`src/rtl/axis_ifmaps_rx.sv`:
```
// axis_ifmaps_rx
//   AXI-Stream slave front end for the ifmaps path. Incoming beats are held in a
//   2-entry skid buffer and forwarded to the ifmaps preload packer with a load
//   strobe whenever the packer FIFO has room. Beats and vectors are counted per
//   frame, and completion is flagged with a 1-cycle frame_done pulse.
//
//   Optional build macro: AXIS_IFMAPS_RX_TLAST_CHECK_EN
//     defined   : err_tlast flags an early or missing TLAST (sticky until the
//                 next accepted cfg_start)
//     undefined : s_axis_tlast is ignored and err_tlast is tied low
//
// Ports
//   clk, rst_n           clock, asynchronous active-low reset
//   s_axis_*             AXIS slave (tdata/tvalid/tready/tlast); tready is registered
//   cfg_start            1-cycle pulse that latches the config and starts a frame
//   input_channel_size   channels per ifmap vector (beats/vector = C/6 + 1)
//   vector_count         ifmap vectors per frame
//   ifmaps_to_preload    skid-buffer head presented to the packer
//   load_ifmaps_preload  packer write strobe
//   preload_fifo_full    packer FIFO full (back-pressure)
//   busy                 high in CFG/RUN
//   frame_done           1-cycle pulse after the final beat is forwarded
//   err_tlast            sticky TLAST placement error
//
// state | meaning
// IDLE  | waiting for a cfg_start carrying a non-zero config
// CFG   | derive beats per vector, clear frame counters
// RUN   | accept beats into the skid buffer and forward them to the packer
// DONE  | pulse frame_done, return to IDLE
module axis_ifmaps_rx #(
   parameter int C_S_AXIS_TDATA_WIDTH = 32,
   parameter int VEC_CNT_W            = 16
) (
   input  logic                            clk,
   input  logic                            rst_n,
   input  logic [C_S_AXIS_TDATA_WIDTH-1:0] s_axis_tdata,
   input  logic                            s_axis_tvalid,
   output logic                            s_axis_tready,
   input  logic                            s_axis_tlast,
   input  logic                            cfg_start,
   input  logic [11:0]                     input_channel_size,
   input  logic [VEC_CNT_W-1:0]            vector_count,
   output logic [C_S_AXIS_TDATA_WIDTH-1:0] ifmaps_to_preload,
   output logic                            load_ifmaps_preload,
   input  logic                            preload_fifo_full,
   output logic                            busy,
   output logic                            frame_done,
   output logic                            err_tlast
);

   typedef enum logic [1:0] {ST_IDLE, ST_CFG, ST_RUN, ST_DONE} state_t;

   state_t                            state_q, state_d;
   logic [11:0]                       chan_q;
   logic [VEC_CNT_W-1:0]              vec_total_q;
   logic [11:0]                       bpv_q;
   logic [11:0]                       in_beat_q, out_beat_q;
   logic [VEC_CNT_W-1:0]              in_vec_q, out_vec_q;
   logic                              in_done_q, in_done_d;
   logic [C_S_AXIS_TDATA_WIDTH-1:0]   skid_mem [0:1];
   logic                              rd_ptr_q, wr_ptr_q;
   logic [1:0]                        occ_q, occ_d;
   logic                              tready_q;

   logic cfg_ok;
   logic accept;
   logic load;
   logic in_last;
   logic out_last;

   assign cfg_ok   = cfg_start && (input_channel_size != 12'd0) && (vector_count != '0);
   assign accept   = (state_q == ST_RUN) && s_axis_tvalid && tready_q;
   assign load     = (state_q == ST_RUN) && (occ_q != 2'd0) && !preload_fifo_full;
   assign in_last  = (in_beat_q == bpv_q - 12'd1) && (in_vec_q == vec_total_q - VEC_CNT_W'(1));
   assign out_last = (out_beat_q == bpv_q - 12'd1) && (out_vec_q == vec_total_q - VEC_CNT_W'(1));

   assign s_axis_tready       = tready_q;
   assign load_ifmaps_preload = load;
   assign ifmaps_to_preload   = skid_mem[rd_ptr_q];
   assign busy                = (state_q == ST_CFG) || (state_q == ST_RUN);
   assign frame_done          = (state_q == ST_DONE);

   always_ff @(posedge clk or negedge rst_n) begin
      if (!rst_n) state_q <= ST_IDLE;
      else        state_q <= state_d;
   end

   always_comb begin
      state_d   = state_q;
      in_done_d = in_done_q;
      occ_d     = occ_q + {1'b0, accept} - {1'b0, load};
      case (state_q)
         ST_IDLE: if (cfg_ok) state_d = ST_CFG;
         ST_CFG: begin
            state_d   = ST_RUN;
            in_done_d = 1'b0;
            occ_d     = 2'd0;
         end
         ST_RUN: begin
            if (accept && in_last) in_done_d = 1'b1;
            if (load && out_last)  state_d   = ST_DONE;
         end
         ST_DONE: state_d = ST_IDLE;
         default: state_d = ST_IDLE;
      endcase
   end

   // tready is computed from next-cycle occupancy so a full skid or a
   // completed frame never sees another beat accepted.
   always_ff @(posedge clk or negedge rst_n) begin
      if (!rst_n) begin
         chan_q      <= '0;
         vec_total_q <= '0;
         bpv_q       <= '0;
         in_beat_q   <= '0;
         in_vec_q    <= '0;
         out_beat_q  <= '0;
         out_vec_q   <= '0;
         in_done_q   <= 1'b0;
         tready_q    <= 1'b0;
      end else begin
         in_done_q <= in_done_d;
         tready_q  <= (state_d == ST_RUN) && !in_done_d && (occ_d != 2'd2);
         case (state_q)
            ST_IDLE: begin
               if (cfg_ok) begin
                  chan_q      <= input_channel_size;
                  vec_total_q <= vector_count;
               end
            end
            ST_CFG: begin
               bpv_q      <= chan_q / 12'd6 + 12'd1;
               in_beat_q  <= '0;
               in_vec_q   <= '0;
               out_beat_q <= '0;
               out_vec_q  <= '0;
            end
            ST_RUN: begin
               if (accept) begin
                  if (in_beat_q == bpv_q - 12'd1) begin
                     in_beat_q <= '0;
                     in_vec_q  <= in_vec_q + VEC_CNT_W'(1);
                  end else begin
                     in_beat_q <= in_beat_q + 12'd1;
                  end
               end
               if (load) begin
                  if (out_beat_q == bpv_q - 12'd1) begin
                     out_beat_q <= '0;
                     out_vec_q  <= out_vec_q + VEC_CNT_W'(1);
                  end else begin
                     out_beat_q <= out_beat_q + 12'd1;
                  end
               end
            end
            default: ;
         endcase
      end
   end

   always_ff @(posedge clk or negedge rst_n) begin
      if (!rst_n) begin
         skid_mem[0] <= '0;
         skid_mem[1] <= '0;
         rd_ptr_q    <= 1'b0;
         wr_ptr_q    <= 1'b0;
         occ_q       <= 2'd0;
      end else begin
         occ_q <= occ_d;
         if (state_q == ST_CFG) begin
            rd_ptr_q <= 1'b0;
            wr_ptr_q <= 1'b0;
         end else begin
            if (accept) begin
               skid_mem[wr_ptr_q] <= s_axis_tdata;
               wr_ptr_q           <= ~wr_ptr_q;
            end
            if (load) rd_ptr_q <= ~rd_ptr_q;
         end
      end
   end

`ifdef AXIS_IFMAPS_RX_TLAST_CHECK_EN
   logic err_q;

   always_ff @(posedge clk or negedge rst_n) begin
      if (!rst_n)                                err_q <= 1'b0;
      else if ((state_q == ST_IDLE) && cfg_ok)   err_q <= 1'b0;
      else if (accept && (s_axis_tlast != in_last)) err_q <= 1'b1;
   end

   assign err_tlast = err_q;
`else
   logic unused_tlast;
   assign unused_tlast = s_axis_tlast;
   assign err_tlast    = 1'b0;
`endif

endmodule

```
`config.mk`:
```
export PLATFORM = sky130hd
export DESIGN_NAME = axis_ifmaps_rx
export DESIGN_NICKNAME = d
export VERILOG_FILES = /design/src/rtl/axis_ifmaps_rx.sv
export SDC_FILE = /design/constraint.sdc
export NUM_CORES = 1
export LEC_CHECK = 0
export BUFFER_PORTS_ARGS = -buffer_cell sky130_fd_sc_hd__buf_2
export CORE_MARGIN = 2
export CORE_UTILIZATION = 65
export DETAILED_ROUTE_END_ITERATION = 10
export PLACE_DENSITY = 0.85
export SYNTH_ARGS = -nofsm -noshare
export SYNTH_HDL_FRONTEND = slang
export SYNTH_SLANG_ARGS = --single-unit
```
`constraint.sdc`:
```
create_clock -name clk -period 8.77 [get_ports clk]
set_input_delay 0.4385 -clock clk [delete_from_list [all_inputs] [get_ports clk]]
set_output_delay 0.4385 -clock clk [all_outputs]
set_load 0.1 [all_outputs]
```
==> results.txt <==
----------------------------------------------------
[Run status]
  Run status ... finished clean

[Placement]
  RD Place Congestion ... 0.898
  Quantity of I/O buffers inserted on ports ... 100
  Detailed-placement wirelength estimate ... 15,300 um

[Worst setup path]
  Startpoint type of the worst setup path ... register
  WS Path Type ... register to register
  Highest net fanout along the worst path ... 22
  Worst setup EP type ... register
  Req. time, crit path ... 9.09 ns
  Data arrival time of the critical path ... 5.18 ns

[STA]
  FMAX ... 206 MHz
  Slew HR ... 0.151
  Post-layout minimum cycle time ... 4.86 ns
  Fin. Hold Viols ... 0
  Setup violators final ... 0
  Worst clock skew ... 0.00970 ns
  Slew of the pin with the lowest slew margin ... 1.27 ns
  RSZ-0062 raised after global routing ... no
  Final-layout setup total negative slack ... 0 ns
  Final max-slew violation count ... 0
  Post-route fraction of the period consumed by the critical path ... 0.554

[Global route]
  Maximum number of pins on one net before global-route repair ... 104
  All-layer global routing usage ... 0.287
  Antenna violations before repair ... 0
  Global-route congestion overflow total ... 0
  Via count of the first global-routing pass ... 7,851
  Global-route wire length before repair ... 37,700 um

[CTS]
  Clock tree from TritonCTS ... built
  Number of clock buffers inserted by TritonCTS ... 17
  Total setup buffers inserted after CTS ... 0
  Clock tree root buffer cell ... sky130_fd_sc_hd__clkbuf_16
  Clock transition at the register clock pins on the worst setup and hold paths after CTS ... 0.07 ns
  CTS H-tree depth ... 4
  Post-CTS resize count ... 0
  Buffer depth of the longest clock path ... 2
  CTS hold repair buffers ... 0
  Worst-skew pair later-pin latency ... 0.44 ns
  TritonCTS sink count ... 166

[Floorplanning]
  Overall die width ... 128 um
  Die footprint ... 16,400 um^2
  Cell Rows ... 45
  Core area ... 15,100 um^2
  Initial cell density of the core ... 0.663
  Chip height ... 128 um
  Number of I/O pins ... 103

[Drt]
  Total wire length ... 22,900 um
  Detailed Routing Iterations Pass 1 ... 5
  Final routed DRC violation total ... 0
  Total vias in the final route ... 7,902
  Mean routed wirelength per cell ... 18.2 um
  Average via count per standard cell ... 6.30
  Post-route antenna net violation count ... 0
  Violation count after the first detailed-routing iteration ... 814

[Layout]
  Number of nets at the end of the flow ... 1,134
  Sequential cell area in the final layout ... 4150 um^2
  Signed area change from the synthesized netlist to the final layout ... 11.5%
  Number of antenna repair diodes ... 0
  Fill cell count ... 1,012
  Share of layout cells above drive strength 1 ... 0.263
  Total area of multi-input combinational cells ... 5500 um^2

[Hold path]
  Class of the worst hold path ... primary input to async pin

[Logic synthesis]
  Number of enable-type register cells in the synthesized netlist ... 0
  Share of synthesized flip-flops with an asynchronous set or reset ... 1.00
  Synth Cell Area ... 10000 um^2
  Share of the yosys chip area belonging to registers ... 0.415
  Synth Net Count ... 1,068
  Gate Count Post-Synth ... 988
  Number of warning messages in the yosys log ... 0
  Leading post-synthesis cells by cell area ... sky130_fd_sc_hd__dfrtp_1 (42%), sky130_fd_sc_hd__mux2_2 (14%), sky130_fd_sc_hd__xor2_1 (5.2%)
  Number of distinct standard cells referenced by the synthesized netlist ... 79
  Post-synth top area share ... 0.415
  Synthesized area divided by synthesized cell count ... 10.1 um^2
  Largest area contributor in the netlist ... sky130_fd_sc_hd__dfrtp_1
  Yosys reg bits ... 166
  Synth Flop Type ... sky130_fd_sc_hd__dfrtp_1

[Run]
  Max-Cap Viols ... 0

----------------------------------------------------
==> path summary, 6_finish.rpt <==
kind | from | endpoint | slack [ns] | cells after the start
max | chan_q[6] | bpv_q[8] | 3.91 | 15
min in group clk | s_axis_tdata[21] | skid_mem[53] | 0.24 | 2
max reg2reg | chan_q[6] | bpv_q[8] | 3.91 | 15
max in group asynchronous | rst_n | skid_mem[60] | 7.35 | 2
min reg2reg | skid_mem[6] | skid_mem[6] | 0.50 | 1
min | rst_n | chan_q[3] | 0.06 | 1
==> synth_stat cells (11+ instances only) <==
master and number:
sky130_fd_sc_hd__dfrtp_1 166, sky130_fd_sc_hd__mux2_2 128, sky130_fd_sc_hd__nor2_1 74, sky130_fd_sc_hd__nand2_1 69, sky130_fd_sc_hd__xor2_1 59, sky130_fd_sc_hd__xnor2_1 53
sky130_fd_sc_hd__o21ai_0 47, sky130_fd_sc_hd__clkbuf_1 42, sky130_fd_sc_hd__inv_1 27, sky130_fd_sc_hd__nand3_1 26, sky130_fd_sc_hd__nand4_1 26, sky130_fd_sc_hd__nor3_1 21
sky130_fd_sc_hd__nor4_1 21, sky130_fd_sc_hd__a21oi_1 19, sky130_fd_sc_hd__and3_1 16, sky130_fd_sc_hd__ha_1 14, sky130_fd_sc_hd__nand2b_1 14, sky130_fd_sc_hd__nor2b_1 11
==> metrics by stage <==
step | instance area (um^2) | setup WS, ns | util | hold WS, ns | instances
4_1_cts | 11200 | 4.00 | 0.739 | 0.154 | 1255
6_report | 11200 | 3.91 | 0.739 | 0.0571 | 1255
5_1_grt | 11200 | 3.44 | 0.739 | 0.189 | 1255
3_5_place_dp | 10600 | 4.13 | 0.699 | 0.489 | 1223
3_3_place_gp | 10600 | 4.17 | 0.699 | 0.484 | 1223
2_1_floorplan | 10000 | 5.00 | - | 0.143 | 988
==> critical path: stages, from the launching register on <==
cell and delay (ns):
sky130_fd_sc_hd__dfrtp_1 0.64, sky130_fd_sc_hd__nor2b_1 0.26, sky130_fd_sc_hd__o21ai_0 0.12, sky130_fd_sc_hd__a222oi_1 0.44
sky130_fd_sc_hd__buf_4 0.25, sky130_fd_sc_hd__and2_1 0.45, sky130_fd_sc_hd__o211ai_1 0.17, sky130_fd_sc_hd__a31oi_1 0.84
sky130_fd_sc_hd__mux2i_1 0.26, sky130_fd_sc_hd__o21ai_0 0.10, sky130_fd_sc_hd__o21ai_0 0.18, sky130_fd_sc_hd__ha_1 0.22
sky130_fd_sc_hd__o21ai_0 0.16, sky130_fd_sc_hd__nor4_1 0.28, sky130_fd_sc_hd__xnor2_1 0.10, sky130_fd_sc_hd__mux2_2 0.26
==> logic make-up (layout without fill, tap and decap cells) <==
logic type | after synthesis | in the layout | share of synthesized area
simple gates | 323 | 323 | 0.171
flops | 166 | 166 | 0.415
compound gates | 144 | 144 | 0.0995
mux | 134 | 134 | 0.150
xor+xnor | 118 | 118 | 0.112
buf+inv | 88 | 167 | 0.0347
fa+ha+maj | 14 | 14 | 0.0175
other cells | 1 | 1 | 0.000375
==> sequential cells by signal (all words and copies together) (netlist names) <==
register	count
vec_total_q	16
occ_q	2
in_beat_q	12
out_beat_q	12
state_q	2
skid_mem	64
out_vec_q	16
wr_ptr_q	1
bpv_q	11
chan_q	11
in_done_q	1
rd_ptr_q	1
in_vec_q	16
s_axis_tready	1
==> final cells by class <==
| class | count | share of cell area |
|---|---|---|
| clock buffer | 17 | 0.0381 |
| clock inverter | 15 | 0.0157 |
| inverter | 29 | 0.00976 |
| multi-input combinational | 734 | 0.493 |
| sequential | 166 | 0.372 |
| tap | 188 | 0.0211 |
| timing repair buffer | 106 | 0.0495 |
==> routing by layer <==
metal | wire (um) | vias to the layer above | global-route usage
li1 | - | 3691 | -
met1 | 9640 | 3895 | 0.364
met2 | 11500 | 257 | 0.485
met3 | 1090 | 59 | 0.0518
met4 | 598 | 0 | 0.125
met5 | 0 | - | 0
==> layout by cell type, fill, tap and decap left out, types with 5 or more instances in the layout <==
| cell type | count |
|---|---|
| sky130_fd_sc_hd__nand2b_1 | 14 |
| sky130_fd_sc_hd__nor3_1 | 20 |
| sky130_fd_sc_hd__xnor3_1 | 6 |
| sky130_fd_sc_hd__a221oi_1 | 5 |
| sky130_fd_sc_hd__xor2_1 | 59 |
| sky130_fd_sc_hd__or3_1 | 8 |
| sky130_fd_sc_hd__mux2i_1 | 5 |
| sky130_fd_sc_hd__o21ai_0 | 47 |
| sky130_fd_sc_hd__inv_1 | 27 |
| sky130_fd_sc_hd__nand2_1 | 69 |
| sky130_fd_sc_hd__xnor2_1 | 53 |
| sky130_fd_sc_hd__buf_4 | 6 |
| sky130_fd_sc_hd__nor2_1 | 74 |
| sky130_fd_sc_hd__nor4_1 | 21 |
| sky130_fd_sc_hd__and2_1 | 7 |
| sky130_fd_sc_hd__buf_2 | 99 |
| sky130_fd_sc_hd__a31oi_1 | 6 |
| sky130_fd_sc_hd__inv_8 | 6 |
| sky130_fd_sc_hd__nor3b_1 | 5 |
| sky130_fd_sc_hd__nand3_1 | 26 |
| sky130_fd_sc_hd__mux2_2 | 128 |
| sky130_fd_sc_hd__o31ai_1 | 8 |
| sky130_fd_sc_hd__nand4_1 | 26 |
| sky130_fd_sc_hd__a21oi_1 | 19 |
| sky130_fd_sc_hd__ha_1 | 14 |
| sky130_fd_sc_hd__clkbuf_16 | 17 |
| sky130_fd_sc_hd__nor2b_1 | 11 |
| sky130_fd_sc_hd__and3_1 | 16 |
| sky130_fd_sc_hd__dfrtp_1 | 166 |
| sky130_fd_sc_hd__or4_1 | 6 |
Power is not shown: default switching activity piles up to over one toggle a cycle in this logic, so the estimate is an artifact.
